===== config.mk =====
export PLATFORM = sky130hd
export DESIGN_NAME = pic_inta_sequencer
export DESIGN_NICKNAME = d
export VERILOG_FILES = /design/src/rtl/pic_inta_sequencer.sv
export SDC_FILE = /design/constraint.sdc
export NUM_CORES = 1
export LEC_CHECK = 0
export ABC_AREA = 1
export ABC_CLOCK_PERIOD_IN_PS = 1300
export CAP_MARGIN = 20
export CORE_ASPECT_RATIO = 1.25
export CORE_MARGIN = 4
export CORE_UTILIZATION = 40
export CTS_BUF_LIST = sky130_fd_sc_hd__clkbuf_8
export DETAILED_ROUTE_END_ITERATION = 10
export PLACE_DENSITY = 0.69
export RECOVER_POWER = 50
export SLEW_MARGIN = 20
export SYNTH_ARGS = -nofsm -noshare
export SYNTH_HDL_FRONTEND = slang
export SYNTH_SLANG_ARGS = --single-unit

===== constraint.sdc =====
create_clock -name clk_i -period 1.3 [get_ports clk_i]
set_input_delay 0.195 -clock clk_i [delete_from_list [all_inputs] [get_ports clk_i]]
set_output_delay 0.195 -clock clk_i [all_outputs]
set_load 0.05 [all_outputs]

===== src/rtl/pic_inta_sequencer.sv =====
// INT/INTA handshake sequencer behind the PIC priority block: raises INT, acks the priority block on
// each INTA pulse and drives {VECTOR_BASE, level} during the second pulse. PIC_CASCADE_EN adds CAS/SLAVE_MASK.
module pic_inta_sequencer #(
  parameter int SYNC_STAGES  = 2,
  parameter int INTA_TIMEOUT = 255
) (
  input  logic       clk_i,
  input  logic       rst_i,
  input  logic [2:0] priority_mode_i,
  input  logic [7:0] priority_data_i,
  input  logic       icw_done_i,
  input  logic [4:0] vector_base_i,
  input  logic       inta_n_i,
`ifdef PIC_CASCADE_EN
  input  logic [7:0] slave_mask_i,
  output logic [2:0] cas_o,
`endif
  output logic       int_o,
  output logic [2:0] cu_mode_o,
  output logic [7:0] cu_data_o,
  output logic       cu_write_o,
  output logic [7:0] data_out_o,
  output logic       data_oe_o
);

  localparam logic [2:0] MODE_REQ = 3'b110;

  localparam logic [2:0] ST_IDLE         = 3'd0;
  localparam logic [2:0] ST_INT_ASSERTED = 3'd1;
  localparam logic [2:0] ST_ACK1         = 3'd2;
  localparam logic [2:0] ST_WAIT2        = 3'd3;
  localparam logic [2:0] ST_ACK2         = 3'd4;

  localparam int TW = (INTA_TIMEOUT > 0) ? $clog2(INTA_TIMEOUT + 1) : 1;
  localparam logic [TW-1:0] TMO_LAST = TW'(INTA_TIMEOUT - 1);

  logic [SYNC_STAGES-1:0] sync_q;
  logic                   dly_q;
  logic                   inta_s;
  logic                   inta_fall;
  logic                   inta_rise;

  logic [2:0]    state_q, state_d;
  logic [2:0]    level_q, level_d;
  logic          int_q, int_d;
  logic [2:0]    cu_mode_q, cu_mode_d;
  logic [7:0]    cu_data_q, cu_data_d;
  logic          cu_write_q, cu_write_d;
  logic [7:0]    data_out_q, data_out_d;
  logic          data_oe_q, data_oe_d;
  logic [TW-1:0] tmo_q, tmo_d;
  logic [2:0]    ack_level;
  logic [7:0]    slave_mask;
  logic          unused_data_bits;

`ifdef PIC_CASCADE_EN
  logic [2:0] cas_q, cas_d;
  assign slave_mask = slave_mask_i;
`else
  assign slave_mask = 8'h00;
`endif

  assign unused_data_bits = ^priority_data_i[7:3];

  assign inta_s    = sync_q[SYNC_STAGES-1];
  assign inta_fall = dly_q & ~inta_s;
  assign inta_rise = ~dly_q & inta_s;

  // Request gone by the first acknowledge means a spurious interrupt, reported as level 7.
  assign ack_level = (priority_mode_i == MODE_REQ) ? level_q : 3'd7;

  always_ff @(posedge clk_i or posedge rst_i) begin
    if (rst_i) begin
      sync_q <= '1;
      dly_q  <= 1'b1;
    end else begin
      sync_q <= {sync_q[SYNC_STAGES-2:0], inta_n_i};
      dly_q  <= inta_s;
    end
  end

  always_comb begin
    state_d    = state_q;
    level_d    = level_q;
    int_d      = int_q;
    cu_mode_d  = cu_mode_q;
    cu_data_d  = cu_data_q;
    cu_write_d = 1'b0;
    data_out_d = data_out_q;
    data_oe_d  = data_oe_q;
    tmo_d      = tmo_q;
`ifdef PIC_CASCADE_EN
    cas_d      = cas_q;
`endif

    case (state_q)
      ST_IDLE: begin
        tmo_d = '0;
        if (icw_done_i && (priority_mode_i == MODE_REQ)) begin
          level_d = priority_data_i[2:0];
          int_d   = 1'b1;
          state_d = ST_INT_ASSERTED;
        end
      end
      ST_INT_ASSERTED: begin
        if (inta_fall) begin
          cu_write_d = 1'b1;
          cu_mode_d  = MODE_REQ;
          cu_data_d  = {5'b0, ack_level};
          level_d    = ack_level;
          state_d    = ST_ACK1;
`ifdef PIC_CASCADE_EN
          cas_d      = slave_mask_i[ack_level] ? ack_level : 3'd0;
`endif
        end
      end
      ST_ACK1: begin
        if (inta_rise) state_d = ST_WAIT2;
      end
      ST_WAIT2: begin
        if (inta_fall) begin
          int_d      = 1'b0;
          cu_write_d = 1'b1;
          cu_mode_d  = MODE_REQ;
          cu_data_d  = {5'b0, level_q};
          data_out_d = {vector_base_i, level_q};
          data_oe_d  = ~slave_mask[level_q];
          state_d    = ST_ACK2;
        end
      end
      ST_ACK2: begin
        if (inta_rise) begin
          data_oe_d = 1'b0;
          state_d   = ST_IDLE;
`ifdef PIC_CASCADE_EN
          cas_d     = 3'd0;
`endif
        end
      end
      default: state_d = ST_IDLE;
    endcase

    // Timeout overrides whatever the handshake would have done on this edge.
    if ((INTA_TIMEOUT > 0) &&
        ((state_q == ST_INT_ASSERTED) || (state_q == ST_ACK1) || (state_q == ST_WAIT2))) begin
      tmo_d = tmo_q + TW'(1);
      if (tmo_q == TMO_LAST) begin
        state_d    = ST_IDLE;
        level_d    = level_q;
        int_d      = 1'b0;
        cu_write_d = 1'b0;
        cu_mode_d  = cu_mode_q;
        cu_data_d  = cu_data_q;
        data_out_d = data_out_q;
        data_oe_d  = 1'b0;
`ifdef PIC_CASCADE_EN
        cas_d      = 3'd0;
`endif
      end
    end
  end

  always_ff @(posedge clk_i or posedge rst_i) begin
    if (rst_i) begin
      state_q    <= ST_IDLE;
      level_q    <= 3'd0;
      int_q      <= 1'b0;
      cu_mode_q  <= 3'b000;
      cu_data_q  <= 8'h00;
      cu_write_q <= 1'b0;
      data_out_q <= 8'h00;
      data_oe_q  <= 1'b0;
      tmo_q      <= '0;
    end else begin
      state_q    <= state_d;
      level_q    <= level_d;
      int_q      <= int_d;
      cu_mode_q  <= cu_mode_d;
      cu_data_q  <= cu_data_d;
      cu_write_q <= cu_write_d;
      data_out_q <= data_out_d;
      data_oe_q  <= data_oe_d;
      tmo_q      <= tmo_d;
    end
  end

`ifdef PIC_CASCADE_EN
  always_ff @(posedge clk_i or posedge rst_i) begin
    if (rst_i) cas_q <= 3'd0;
    else       cas_q <= cas_d;
  end

  assign cas_o = cas_q;
`endif

  assign int_o      = int_q;
  assign cu_mode_o  = cu_mode_q;
  assign cu_data_o  = cu_data_q;
  assign cu_write_o = cu_write_q;
  assign data_out_o = data_out_q;
  assign data_oe_o  = data_oe_q;

endmodule


==> flow_summary.yaml, run 1 <==
outcome:
  status: "completed"
min_path:
  hp-class: "reg2reg"
  hp-start: "sync_q[0]"
  hold_end: "sync_q[1]"
  hold_depth: 0
floorplanning:
  core.rowCount: 25
  start_util: 0.4223
  core_mm2: 0.003879
  die_area_mm2: 0.005189
  ioPinCount: 42
  die_x_um: 65.24
  die_h_um: 79.54
timing:
  skew_ns: 0.004430
  finalHoldViolCount: 0
  rsz0062_at_grt: "yes"
  fin_crit_ns: 1.281
  max_freq_mhz: 780.7
  slew_headroom: 0.4875
  drv_slew: 0
  worst_hold_slack_ns: 0.3560
  setup_violations: 0
  period_share: 0.9854
  worstMarginPinSlew_ns: 0.7687
cts:
  clk_transition_reported_paths_ns: 0.06
  cts_max_path_buffers: 2
  cts_hold_buffers: 0
  cts_tree: "yes"
  cts_made_buffers: 5
  cts_root_buf: "clkbuf_8"
  htreeDepth: 2
  worstSkewPairLatency_ns: 0.28
  numClockSinks: 32
power:
  ir_worst_vdd_mv: 1.002
  seq_power_share: 0.313
  combPwrFrac: 0.555
  power.switching_mw: 2.257
  p_leak_nw: 1.159
  powerDensity_mw_per_mm2: 2109
  p_total_mw: 5.276
  p_int_mw: 3.019
  switching_share: 0.4277
  pwr-share-clk: 0.132
global_route:
  grt_busiest_layer: "met2"
  grt_pass1_vias: 1401
  gr-total-overflow: 0
  track_usage: 0.1464
  grt_util_met2: 0.2705
  met1_usage: 0.1578
  antenna_found_initial: 0
  grt_max_degree: 33
  grt_first_pass_wirelength_mm: 5.968
  use_met3: 0.02676
synthesis:
  synth_edf_count: 0
  async_flop_share: 1.000
  synth_cell_type_count: 27
  ys_warn_count: 0
  netlist_top_cells_count: "nand2_1 (74), dfrtp_1 (29), inv_1 (20), nor2_1 (20), nand3_1 (18)"
  netlist.top_cell.by_area: "dfrtp_1"
  avgSynthCellArea_um2: 7.726
  yosysTopAreaCellShare: 0.4431
  yosys_register_bits: 32
  synth.area.top_cells: "dfrtp_1 (44%), nand2_1 (17%), nand3_1 (5.5%), dfstp_2 (4.8%), inv_1 (4.6%)"
  netlist_instances: 212
  ys.flop_type: "dfrtp_1"
  ys_seq_area_frac: 0.4912
  netlist_area_mm2: 0.001638
  synth.most_common_cell: "nand2_1"
routing:
  wl_per_cell_um: 11.56
  vias: 1484
  vias_per_cell: 4.696
  drc_errors: 0
  ant_nets: 0
  drt-pass1-iter-count: 4
  wl_mm: 3.653
  drt-initial-drc-count: 67
cells_and_area:
  nFillCells: 331
  nNetsFinal: 284
  fin_util: 0.6448
  drive_above_1_share: 0.3282
  num_antenna_cells: 0
  areaGrowthSynthToFinish_pct: 52.71
setup_path:
  crit_required_ns: 1.47
  crit_path_frequent_cell: "inv_2"
  worst-endpoint-arrival_ns: 1.45
  end_kind: "flip-flop"
  rr_worst_depth: 10
  cpPeakStageDelay_ns: 0.38
  rr_startpoint: "tmo_q[0]"
  cp_slowest_cell: "dfrtp_1"
  reg2reg_slack_ns: 0.02
  crit_chain: "inv_2 > ha_4 > inv_2 > nor2_2 > nand2_2 > nand2_4 > inv_6 > buf_6 > nand3_2 > nand2_1"
  crit_fanout: 7
  setup.worst_path.start_class: "flip-flop"
  critPathKind: "reg2reg"
  r2r-end: "data_out_o[4]"
place:
  place_hpwl_mm: 2.712
  globalplace.congestion: 0.8988
  port_buffers: 30
job:
  cap_violations: 0
[area by class of cell]
cell class	count	area [µm²]	area share
Multi-Input combinational cell	153	844.6	0.3377
Inverter	22	90.09	0.03602
Clock inverter	2	8.758	0.003502
Sequential cell	32	804.5	0.3217
Clock buffer	5	68.82	0.02751
Tap cell	54	67.56	0.02701
Timing Repair Buffer	48	616.8	0.2466
[sequential cells by signal, indices dropped and copies added (netlist names)]
signal      flops
cu_write_o      1
sync_q          2
tmo_q           8
int_o           1
cu_data_o       3
level_q         3
data_oe_o       1
dly_q           1
data_out_o      8
state_q         3
cu_mode_o       1
[through the flow]
stage / std cells / cell area (µm²) / setup TNS, ns / setup WS [ns]
floorplan: 217 / 1669 / -0.04449 / -0.04449
global placement: 307 / 2253 / -0.3472 / -0.05037
detailed placement: 307 / 2253 / -0.6207 / -0.08941
CTS: 316 / 2381 / 0 / 0.01144
global route: 316 / 2501 / -0.6850 / -0.08309
finish: 316 / 2501 / 0 / 0.01902
[cell usage in the layout, fill, tap and decap left out, types with 3 or more instances in the layout]
cell / Yosys / final
a21oi_1: 9 / 9
buf_12: 0 / 17
buf_4: 8 / 13
buf_6: 1 / 3
clkbuf_8: 0 / 5
clkdlybuf4s50_1: 0 / 12
conb_1: 1 / 6
dfrtp_1: 29 / 29
dfstp_2: 3 / 3
inv_1: 20 / 19
nand2_1: 74 / 65
nand2_2: 3 / 11
nand3_1: 18 / 8
nand3_2: 0 / 9
nor2_1: 20 / 14
nor2_2: 3 / 6
nor2_4: 0 / 3
o21ai_2: 1 / 3
[worst max path at each step]
stage	end	cells past startpoint	startpoint	slack (ns)
detailed placement	cu_data_o[0]	6	priority_mode_i[2]	-0.09
floorplan	cu_mode_o[1]	9	tmo_q[0]	-0.04
global placement	cu_data_o[2]	6	priority_mode_i[2]	-0.05
global route	data_out_o[4]	10	tmo_q[0]	-0.08
finish	data_out_o[4]	10	tmo_q[0]	0.02
CTS	data_out_o[0]	10	tmo_q[0]	0.01
[cells by family (layout without fill, tap and decap cells)]
family	Yosys count	after routing	synth area share
DFF	32	32	0.4912
and+or+nand+nor	123	123	0.3147
other	1	6	0.002290
AOI/OAI and AO/OA	22	22	0.07793
buffers and inverters	32	77	0.09855
adders and majority gates	2	2	0.01528
[per-layer routing]
metal  vias up  routed length (µm)  share of wire
li1        752                   -              -
met2        29                1963           0.54
met5         -                   0              0
met1       696                1494           0.41
met3         7                 145          0.040
met4         0                  49          0.013
[repair_timing]
item,CTS,global route
pin swaps,2,12
resized for setup,9,41
endpoints found under the setup margin,14,24
buffers inserted,2,0
hold endpoints to repair,0,0
cloned,0,0
[power groups by stage]
stage               clock (mW)  combinational (mW)  sequential (mW)
CTS                      0.717                2.77             1.62
global route             0.755                3.13             1.69
detailed placement           0                2.71             1.64
floorplan                    0               0.819             2.18
global placement             0                2.68             1.63
finish                   0.694                2.93             1.65
[worst max-delay path: cells and delay by family (launching register included)]
| kind | cells | cell delay, ns |
|---|---|---|
| adders and majority gates | 1 | 0.14 |
| buffers and inverters | 4 | 0.28 |
| and+or+nand+nor | 5 | 0.35 |
| DFF | 1 | 0.38 |
No activity file was read; power rests on OpenSTA's default activity.
==> run 2: changes to the inputs <==
- ABC_CLOCK_PERIOD_IN_PS: 1300 -> unset
- clock period: 1.3 -> 1.1 ns (I/O delays scaled with it)
==> flow_summary.yaml, run 2 (synthesis gave the netlist of run 1 again) <==
outcome:
  status: "complete, but fails checks"
  violations: "setup timing"
setup_path:
  end_kind: "flip-flop"
  cp_num_cells: 9
  worst-endpoint-arrival_ns: 1.55
  crit_fanout: 6
  crit_family: "simple AND/OR/NAND/NOR gates"
  crit_required_ns: 1.32
  cp_slowest_cell: "dfrtp_1"
  crit_chain: "inv_2 > ha_4 > buf_4 > nand2_4 > nor2_4 > nand3_4 > nand2_4 > nand2_1 > nand2_1"
  critPathKind: "reg2reg"
  setup.worst_path.start_class: "flip-flop"
  cpPeakStageDelay_ns: 0.39
  crit_buf_inv: 2
  rr_worst_depth: 9
cells_and_area:
  fin_cells: 338
  nFillCells: 282
  final_cell_mix: "nand2_1 (64), buf_4 (29), dfrtp_1 (26)"
  fin_util: 0.7232
  num_antenna_cells: 0
  drive_above_1_share: 0.4225
  finalInstanceArea_mm2: 0.002805
  layout_commonest_cell: "nand2_1"
  areaGrowthSynthToFinish_pct: 71.28
  nNetsFinal: 305
place:
  place_hpwl_mm: 2.944
  place_area_mm2: 0.002404
  globalplace.congestion: 0.8551
  pre_cts_ws_ns: -0.2683
  port_buffers: 30
  post-place-cells: 322
routing:
  vias: 1641
  wl_per_cell_um: 13.34
  drt-pass1-iter-count: 4
  wl_mm: 4.510
  ant_nets: 0
  drt-initial-drc-count: 68
  drc_errors: 0
  vias_per_cell: 4.855
timing:
  max_freq_mhz: 754.0
  fin_crit_ns: 1.326
  worst_hold_slack_ns: 0.3577
  final_critical_path_setup_slack_ns: -0.2263
  drv_slew: 0
  tns_ns: -3.845
  finalHoldViolCount: 0
  rsz0062_at_grt: "yes"
  setup_violations: 27
  worstMarginPinSlew_ns: 0.7947
  period_share: 1.206
  skew_ns: 0.005190
  slew_headroom: 0.4702
floorplanning:
  die_h_um: 79.54
  start_util: 0.4223
  ioPinCount: 42
  die_area_mm2: 0.005189
  die_x_um: 65.24
  core_mm2: 0.003879
  core.rowCount: 25
cts:
  numClockSinks: 32
  cts_root_buf: "clkbuf_8"
  cts_tree: "yes"
  clk_transition_reported_paths_ns: 0.07
  htreeDepth: 2
  cts_made_buffers: 5
  worstSkewPairLatency_ns: 0.28
  cts_max_path_buffers: 2
power:
  ir_worst_vdd_mv: 1.471
  powerDensity_mw_per_mm2: 2467
  p_leak_nw: 1.299
  p_total_mw: 6.920
global_route:
  grt_max_degree: 33
  grt_pass1_vias: 1623
  track_usage: 0.1823
  gr-total-overflow: 0
  grt_first_pass_wirelength_mm: 7.355
  antenna_found_initial: 0
job:
  cap_violations: 0
min_path:
  hold_depth: 0
  hp-class: "reg2reg"
## run 2: changes by cell type in the layout (fill, tap and decap cells not counted), moves of 4 or more
cell     delta
buf_4      +16
buf_6       +6
nand2_2     -6
nand2_4     +6
inv_1       -4
nor2_4      +4
## run 2: path summary, 6_finish.rpt
kind                                     end  startpoint  slack [ns]
worst max-delay path              level_q[2]    tmo_q[0]       -0.23
worst min-delay path               sync_q[1]   sync_q[0]        0.36
worst max register to register    level_q[2]    tmo_q[0]       -0.23
worst min register to register     sync_q[1]   sync_q[0]        0.36
max in group asynchronous         state_q[0]       rst_i        0.13
min in group asynchronous       cu_mode_o[1]       rst_i        0.41
## run 2: metal layers
metal,share of wire,track usage
met3,0.044,0.04225
met1,0.38,0.2021
met5,0,0
met4,0.031,0.07676
met2,0.54,0.3283
## run 2: layout make-up
class / count / area, µm² / share of cell area
sequential: 32 / 808.3 / 0.2881
multi-input combinational: 153 / 957.2 / 0.3412
clock buffer: 6 / 82.58 / 0.02944
tap: 54 / 67.56 / 0.02409
timing repair buffer: 69 / 784.5 / 0.2797
clock inverter: 2 / 10.01 / 0.003568
inverter: 22 / 95.09 / 0.03390
## run 2: power breakdown
| group | leakage [nW] | total (mW) | internal (mW) | switching, mW |
|---|---|---|---|---|
| logic | 0.852 | 4.04 | 1.89 | 2.15 |
| registers | 0.396 | 1.95 | 1.54 | 0.407 |
| clock network | 0.0510 | 0.931 | 0.499 | 0.433 |
| total | 1.30 | 6.92 | 3.93 | 2.99 |
## run 2: what timing repair did
item,CTS,global route
hold buffers,0,0
pin swaps,22,9
endpoints found under the setup margin,27,31
resized for setup,48,21
buffers inserted,7,2
